### config.mk
export PLATFORM = sky130hd
export DESIGN_NAME = mem_arbiter
export DESIGN_NICKNAME = d
export VERILOG_FILES = /design/src/rtl/mips_mem_pkg.sv /design/src/rtl/rr_arbiter2.sv /design/src/rtl/mem_arbiter.sv
export SDC_FILE = /design/constraint.sdc
export NUM_CORES = 1
export LEC_CHECK = 0
export CORE_MARGIN = 2
export CORE_UTILIZATION = 44
export CTS_CLUSTER_DIAMETER = 50
export DETAILED_ROUTE_END_ITERATION = 8
export PLACE_DENSITY = 0.85
export SYNTH_ARGS = -nofsm -noshare
export SYNTH_HDL_FRONTEND = slang
export SYNTH_HIERARCHICAL = 1
export SYNTH_SLANG_ARGS = --single-unit
### constraint.sdc
create_clock -name clk -period 4.62 [get_ports clk]
set_input_delay 0.693 -clock clk [delete_from_list [all_inputs] [get_ports clk]]
set_output_delay 0.693 -clock clk [all_outputs]
set_load 0.01 [all_outputs]
### src/rtl/mips_mem_pkg.sv
// Shared types and byte-packing helpers for the main-memory arbiter.
// Bytes are big-endian: b[0] is the most significant byte of a word.
package mips_mem_pkg;

  localparam int CNT_W = 4;

  typedef enum logic [1:0] {
    IDLE = 2'd0,
    BUSY = 2'd1,
    DONE = 2'd2
  } mem_state_t;

  typedef enum logic {
    PORT_I = 1'b0,
    PORT_D = 1'b1
  } mem_port_t;

  typedef logic [0:3][7:0] byte4_t;

  function automatic logic [31:0] pack_word(input byte4_t b);
    return {b[0], b[1], b[2], b[3]};
  endfunction

  function automatic byte4_t unpack_word(input logic [31:0] w);
    byte4_t b;
    b[0] = w[31:24];
    b[1] = w[23:16];
    b[2] = w[15:8];
    b[3] = w[7:0];
    return b;
  endfunction

endpackage

### src/rtl/rr_arbiter2.sv
// Two-way round-robin pick between instruction and data requesters.
// On conflict the side that did not win last time is chosen.
module rr_arbiter2
  import mips_mem_pkg::*;
(
  input  logic i_ireq,
  input  logic i_dreq,
  input  logic i_last_grant,
  output logic o_valid,
  output logic o_grant
);

  always_comb begin
    o_valid = i_ireq | i_dreq;
    o_grant = PORT_I;
    if (i_ireq && i_dreq) begin
      o_grant = (i_last_grant == PORT_I) ? PORT_D : PORT_I;
    end else if (i_dreq) begin
      o_grant = PORT_D;
    end
  end

endmodule

### src/rtl/mem_arbiter.sv
// Shares one main-memory port between instruction fetch and the data cache.
// Each granted access holds the memory port for MEM_LATENCY cycles, then acks.
module mem_arbiter
  import mips_mem_pkg::*;
#(
  parameter int MEM_LATENCY = 4
) (
  input  logic            clk,
  input  logic            rst_b,
  input  logic            i_req,
  input  logic [31:0]     i_addr,
  output logic            i_ack,
  output logic [31:0]     i_rdata,
  input  logic            d_req,
  input  logic            d_we,
  input  logic [31:0]     d_addr,
  input  logic [31:0]     d_wdata,
  output logic            d_ack,
  output logic [31:0]     d_rdata,
  output logic [31:0]     mem_addr,
  output logic [0:3][7:0] mem_data_in,
  input  logic [0:3][7:0] mem_data_out,
  output logic            mem_write_en,
  output logic            busy,
  output logic [1:0]      o_dbg_state,
  output logic            o_dbg_last_grant
);

  localparam logic [CNT_W-1:0] CNT_LOAD = CNT_W'(MEM_LATENCY - 1);

  mem_state_t       r_state;
  mem_state_t       w_next_state;
  mem_port_t        r_last_grant;
  mem_port_t        r_owner;
  logic [CNT_W-1:0] r_cnt;
  logic [31:0]      r_addr;
  logic             r_we;
  logic [31:0]      r_wdata;
  logic [31:0]      r_i_rdata;
  logic [31:0]      r_d_rdata;
  logic             w_grant_valid;
  logic             w_grant;

  rr_arbiter2 u_rr (
    .i_ireq       (i_req),
    .i_dreq       (d_req),
    .i_last_grant (r_last_grant),
    .o_valid      (w_grant_valid),
    .o_grant      (w_grant)
  );

  always_comb begin
    w_next_state = r_state;
    case (r_state)
      IDLE:    if (w_grant_valid) w_next_state = BUSY;
      BUSY:    if (r_cnt == '0) w_next_state = DONE;
      DONE:    w_next_state = IDLE;
      default: w_next_state = IDLE;
    endcase
  end

  // Handshake: a requester holds req until it sees its one-cycle ack; req is
  // only sampled in IDLE, and everything about the access is latched at grant.
  always_ff @(posedge clk) begin
    if (rst_b) begin
      r_state      <= IDLE;
      r_cnt        <= '0;
      r_last_grant <= PORT_I;
      r_owner      <= PORT_I;
      r_addr       <= '0;
      r_we         <= 1'b0;
      r_wdata      <= '0;
      r_i_rdata    <= '0;
      r_d_rdata    <= '0;
    end else begin
      r_state <= w_next_state;
      case (r_state)
        IDLE: begin
          if (w_grant_valid) begin
            r_owner <= mem_port_t'(w_grant);
            r_cnt   <= CNT_LOAD;
            if (w_grant == PORT_D) begin
              r_addr  <= d_addr;
              r_we    <= d_we;
              r_wdata <= d_wdata;
            end else begin
              r_addr  <= i_addr;
              r_we    <= 1'b0;
              r_wdata <= '0;
            end
          end
        end
        BUSY: begin
          if (r_cnt == '0) begin
            r_last_grant <= r_owner;
            if (!r_we) begin
              if (r_owner == PORT_D) r_d_rdata <= pack_word(mem_data_out);
              else                   r_i_rdata <= pack_word(mem_data_out);
            end
          end else begin
            r_cnt <= r_cnt - 1'b1;
          end
        end
        default: ;
      endcase
    end
  end

  assign i_ack            = (r_state == DONE) && (r_owner == PORT_I);
  assign d_ack            = (r_state == DONE) && (r_owner == PORT_D);
  assign i_rdata          = r_i_rdata;
  assign d_rdata          = r_d_rdata;
  assign mem_addr         = r_addr;
  assign mem_data_in      = unpack_word(r_wdata);
  assign mem_write_en     = (r_state == BUSY) && r_we;
  assign busy             = (r_state != IDLE);
  assign o_dbg_state      = r_state;
  assign o_dbg_last_grant = r_last_grant;

endmodule

**After elaboration in Yosys (flattened, before gate mapping)**

Index checks and enable logic that the tools add are counted.

- Add/subtract/negate cells: 1
- Equality and inequality tests: 5
- Multiplexer cells: 12
- Bitwise gates (word level): 3
- Reduce and logical (&&, ||, !) cells: 14

Operator list:

| kind | count |
|---|---|
| $mux 32 | 2 |
| $mux 4 | 2 |
| $pmux 4 s2 | 1 |
| $reduce_and 4->1 | 2 |
| $reduce_and 2->1 | 3 |
| $logic_and 1x1->1 | 4 |
| $logic_not 4->1 | 1 |
| $mux 1 | 4 |
| $mux 2 | 2 |
| $ne 2x2->1 const B | 2 |
| $pmux 2 s2 | 1 |
| $reduce_bool 2->1 | 2 |
| $sub 4x1->4 const B | 1 |
| $reduce_and 3->1 | 1 |
| $eq 2x1->1 const B | 1 |
| $eq 2x2->1 const B | 1 |
| $logic_not 2->1 | 1 |
| $ne 2x1->1 const B | 1 |
| $not 1->1 | 2 |
| $or 1x1->1 | 1 |

- Flip-flop bits (word level): 137
- Input bits: 133
- Output and inout bits: 135
- Logic and storage cells: 44

**Logic depth before layout (Yosys ltp)**

- Depth in word-level cells: 3
- Gate-level depth with buffers: 7
- Depth with buffers taken out: 5

**By module**

Netlist, hierarchy kept.

By module, submodules not included:

| module | times used | cells an instance | area each (um^2) | sequential area each (um^2) |
|---|---|---|---|---|
| mem_arbiter | 1 | 556 | 5427.7 | 2742.6 |
| rr_arbiter2 | 1 | 2 | 13.8 | 0.0 |

**Least setup slack after synthesis**

OpenSTA, ideal clock, no wires.

- Path kind: input to register
- Start point: input d_req
- End point: register r_wdata[10] (netlist: mem_data_in[10])
- Setup time: 60 ps
- Arrival: 1815 ps
- Slack: 2745 ps
- Cell stages on the path: 5
- Cells stage by stage: or2_1 nor3b_2 nor2_1 clkbuf_1 a22o_1

- Longest elaborated chain between the ends: 3
- Elaborated cells on any way between the ends: 6

RTL lines:

| what | RTL line | source |
|---|---|---|
| start, declared | mem_arbiter.sv:14 | `input logic d_req,` |
| $mux 1 or $logic_and 1x1->1 (tied branches) | rr_arbiter2.sv:18, rr_arbiter2.sv:16 |  |
| $mux 1 | rr_arbiter2.sv:16 | `if (i_ireq && i_dreq) begin` |
| $mux 32 | mem_arbiter.sv:82 | `if (w_grant == PORT_D) begin` |
| end signal, assigned | mem_arbiter.sv:85 | `r_wdata <= d_wdata;` |
| end, declared | mem_arbiter.sv:38 | `logic [31:0] r_wdata;` |

Several ways; a longest one is shown, not always the timed one.
A chain may end at the register's enable or synchronous reset.

**Worst setup path after layout**

- Start point: register r_state[0] (netlist: o_dbg_state[0])
- End point: output mem_write_en

- Longest elaborated chain between the ends: 2

RTL lines:

| what | RTL line | source |
|---|---|---|
| start, declared | mem_arbiter.sv:31 | `mem_state_t r_state;` |
| start signal, assigned | mem_arbiter.sv:76 | `r_state <= w_next_state;` |
| $eq 2x1->1 | mem_arbiter.sv:115 | `assign mem_write_en = (r_state == BUSY) && r_we;` |
| $logic_and 1x1->1 | mem_arbiter.sv:115 |  |
| end, declared | mem_arbiter.sv:23 | `output logic mem_write_en,` |

No other way between the ends.

==> metrics.cfg <==
[synthesis]
netlist_area_mm2 = 0.00544
synth_edf_count = 0
synth_cells = 558
synth_top_family_by_area = compound AO/OA/AOI/OAI gates
ys.flop_type = dfxtp_1
synth_compound_area_share_pct = 25.6
synthTopCellsByCount = dfxtp_1, a21oi_1, nand3_1
yosysTopAreaCell = dfxtp_1
synth_fa_ha_area_share_pct = 0.230
ys_types = 41
synth_nets = 692
syn_avg_cell_area_um2 = 9.75
yosysMostFrequentCell = dfxtp_1
ys.warnings.count = 6
ys_seq_area_share_pct = 50.4
ys_async_sr_fraction_pct = 0
synth_xor_area_share_pct = 0
synth_top_area_share_pct = 50.4
synthSimpleGateAreaFrac_pct = 11.8
synth_seq_cells = 137
synth.area.top_cells = dfxtp_1, a21oi_1, mux2i_1
synth_mux_area_share_pct = 6.07

[run]
cap_violations = 0

[final_layout]
register_area_mm2 = 0.00274
design_area_mm2 = 0.00869
synthToLayoutAreaGrowth_pct = 59.8
drive_gt1_share_pct = 9.44
fillers = 881
antennaDiodeCount = 0
multiInputGateArea_mm2 = 0.00240
nets = 926
fin_util_pct = 72.1

[power_and_ir_drop]
p_leak_nw = 3.14
intPower_mw = 2.56
comb_power_share_pct = 23.2
peakVddDrop_uv = 265
switchingPower_uw = 970
switching_share_pct = 27.5
seq_power_share_pct = 38.4
power_density_mw_per_mm2 = 406
p_clk_share_pct = 38.5
p_total_mw = 3.53

[clock_tree]
clkTransAtPathRegs_ns = 0.05
htree_levels = 4
holdBufCountCts = 0
cts_sinks = 137
clk_latency_ns = 0.41
postCtsSetupBuffers = 0
numCtsBuffers = 17
cts_tree = yes
clockBufferDepth = 2
root_buffer = clkbuf_16
cts_resized = 0

[floorplan]
die_w_um = 115
io_pins = 268
initial_utilization_pct = 45.1
die_h_um = 115
die_area_mm2 = 0.0133
core_region_area_mm2 = 0.0121
rows = 40

[timing]
finalCritPeriodShare_pct = 62.2
tns_ns = 0
worst_hold_slack_ns = 0.458
hold_viol = 0
min_period_ns = 2.87
max_slew_margin_pct = 28.7
setup_viol = 0
rsz0062_at_grt = no
slew_violations = 0
worst_slew_pin_slew_ns = 1.07
max_freq_mhz = 348
fin_skew_ns = 0.00554

[grt]
gr-usage-met1_pct = 27.2
met3_usage_pct = 6.85
grt_busiest_layer = met2
grt_usage_pct = 24.1
gr-total-overflow = 0
grt_antenna_before_repair = 0
grt_use_met2_pct = 42.8
grt_max_degree = 105
grt_pass1_vias = 5073
grt_pass1_wl_mm = 25.3

[worst_setup_path]
critPathSlowestCell = dfxtp_1
cp_max_fo = 15
cp_cell_sequence = and2b_1, and2_1, clkdlybuf4s50_1
critical-path-max-stage-delay_ns = 0.70
endpoint_kind = output port
critPathLaunchType = flip-flop
r2r_end = i_rdata[18]
r2r_slack_ns = 2.23
required_ns = 3.93
reg2reg_depth = 6
arrival_ns = 2.18
startpoint = o_dbg_state[0]
worstReg2RegStart = r_cnt[0]
crit_type = reg2out

[detailed_routing]
drt_iter0_drc = 465
routed_wirelength_mm = 16.2
first_pass_iters = 5
remaining_drc_errors = 0
viasPerCell = 5.40
wl_per_cell_um = 16.6
drtAntennaViolNets = 0
via_count = 5250

[placement]
placed_area_mm2 = 0.00808
io_buffer_count = 267
gp_congestion = 0.837
hpwl_mm = 11.3

[hold_path]
whs_endpoint = i_rdata[16]
holdCritPathClass = reg2reg
worstHoldPathCells = 2
hold_start = i_rdata[16]

[run_status]
outcome = complete, no violations

## per-layer routing
layer  vias up  routed length [µm]  part of all wire, %
met2       264                8250                   51
met5         -                   0                    0
li1       2520                   -                    -
met4         0                 319                  2.0
met1      2444                6270                   39
met3        22                1370                  8.4
## kinds of logic (layout without fill, tap and decap cells)
family                     Yosys count  in the layout
muxes                               33             33
AOI/OAI and AO/OA                  207            207
DFF                                137            137
buffers and inverters               61            308
adders and majority gates            1              1
and+or+nand+nor                    119            119
## power by group through the flow
stage	clock network (mW)	logic [mW]	registers, mW
after floorplan	0	0.414	1.41
after global placement	0	0.791	1.37
after detailed placement	0	0.812	1.38
after CTS	1.38	0.815	1.35
after global routing	1.43	0.877	1.37
final	1.36	0.817	1.35
## sequential cells by signal, indices dropped and copies added, names as in the netlist
register / count
d_rdata: 32
i_rdata: 32
mem_addr: 32
mem_data_in: 32
r_cnt: 4
o_dbg_state: 2
o_dbg_last_grant: 1
r_owner: 1
r_we: 1
## layout make-up
class                   count  area share, %
flip-flops and latches    137           31.5
inverters                   2         0.0863
clock inverters             8           1.35
multi-input cells         360           27.7
well taps                 168           2.42
repair buffers            274           31.4
clock buffers              24           5.54
## critical path, delay by kind of cell (launching register included)
family	cells	cell delay, ns
buffers and inverters	1	0.58
AND/OR/NAND/NOR	2	0.49
flip-flops	1	0.70
## worst max-delay path by stage
stage                                  to  slack [ns]  cells after the start
after global routing         mem_write_en        1.60                      3
final                        mem_write_en        1.75                      3
after global placement           r_cnt[3]        1.69                      5
after floorplan           mem_data_in[10]        2.75                      5
after CTS                    mem_write_en        1.74                      3
after detailed placement  mem_data_in[18]        1.56                      5
## per-stage QoR
| stage | cells | setup slack [ns] |
|---|---|---|
| final | 973 | 1.75 |
| after global routing | 973 | 1.60 |
| after CTS | 972 | 1.74 |
| after detailed placement | 940 | 1.56 |
| after global placement | 940 | 1.69 |
| after floorplan | 558 | 2.75 |
## layout by cell type (no fill, tap or decap), types with 7 or more instances in the layout
cell               n
nand3_1           65
clkbuf_16         17
buf_4              7
dfxtp_1          137
a22o_1            33
mux2i_1           33
nor2_1            33
clkdlybuf4s50_1  266
a211oi_1          34
o21ai_1           34
a21oi_1           66
o21ai_2           30
(Power assumes the default switching activity.)
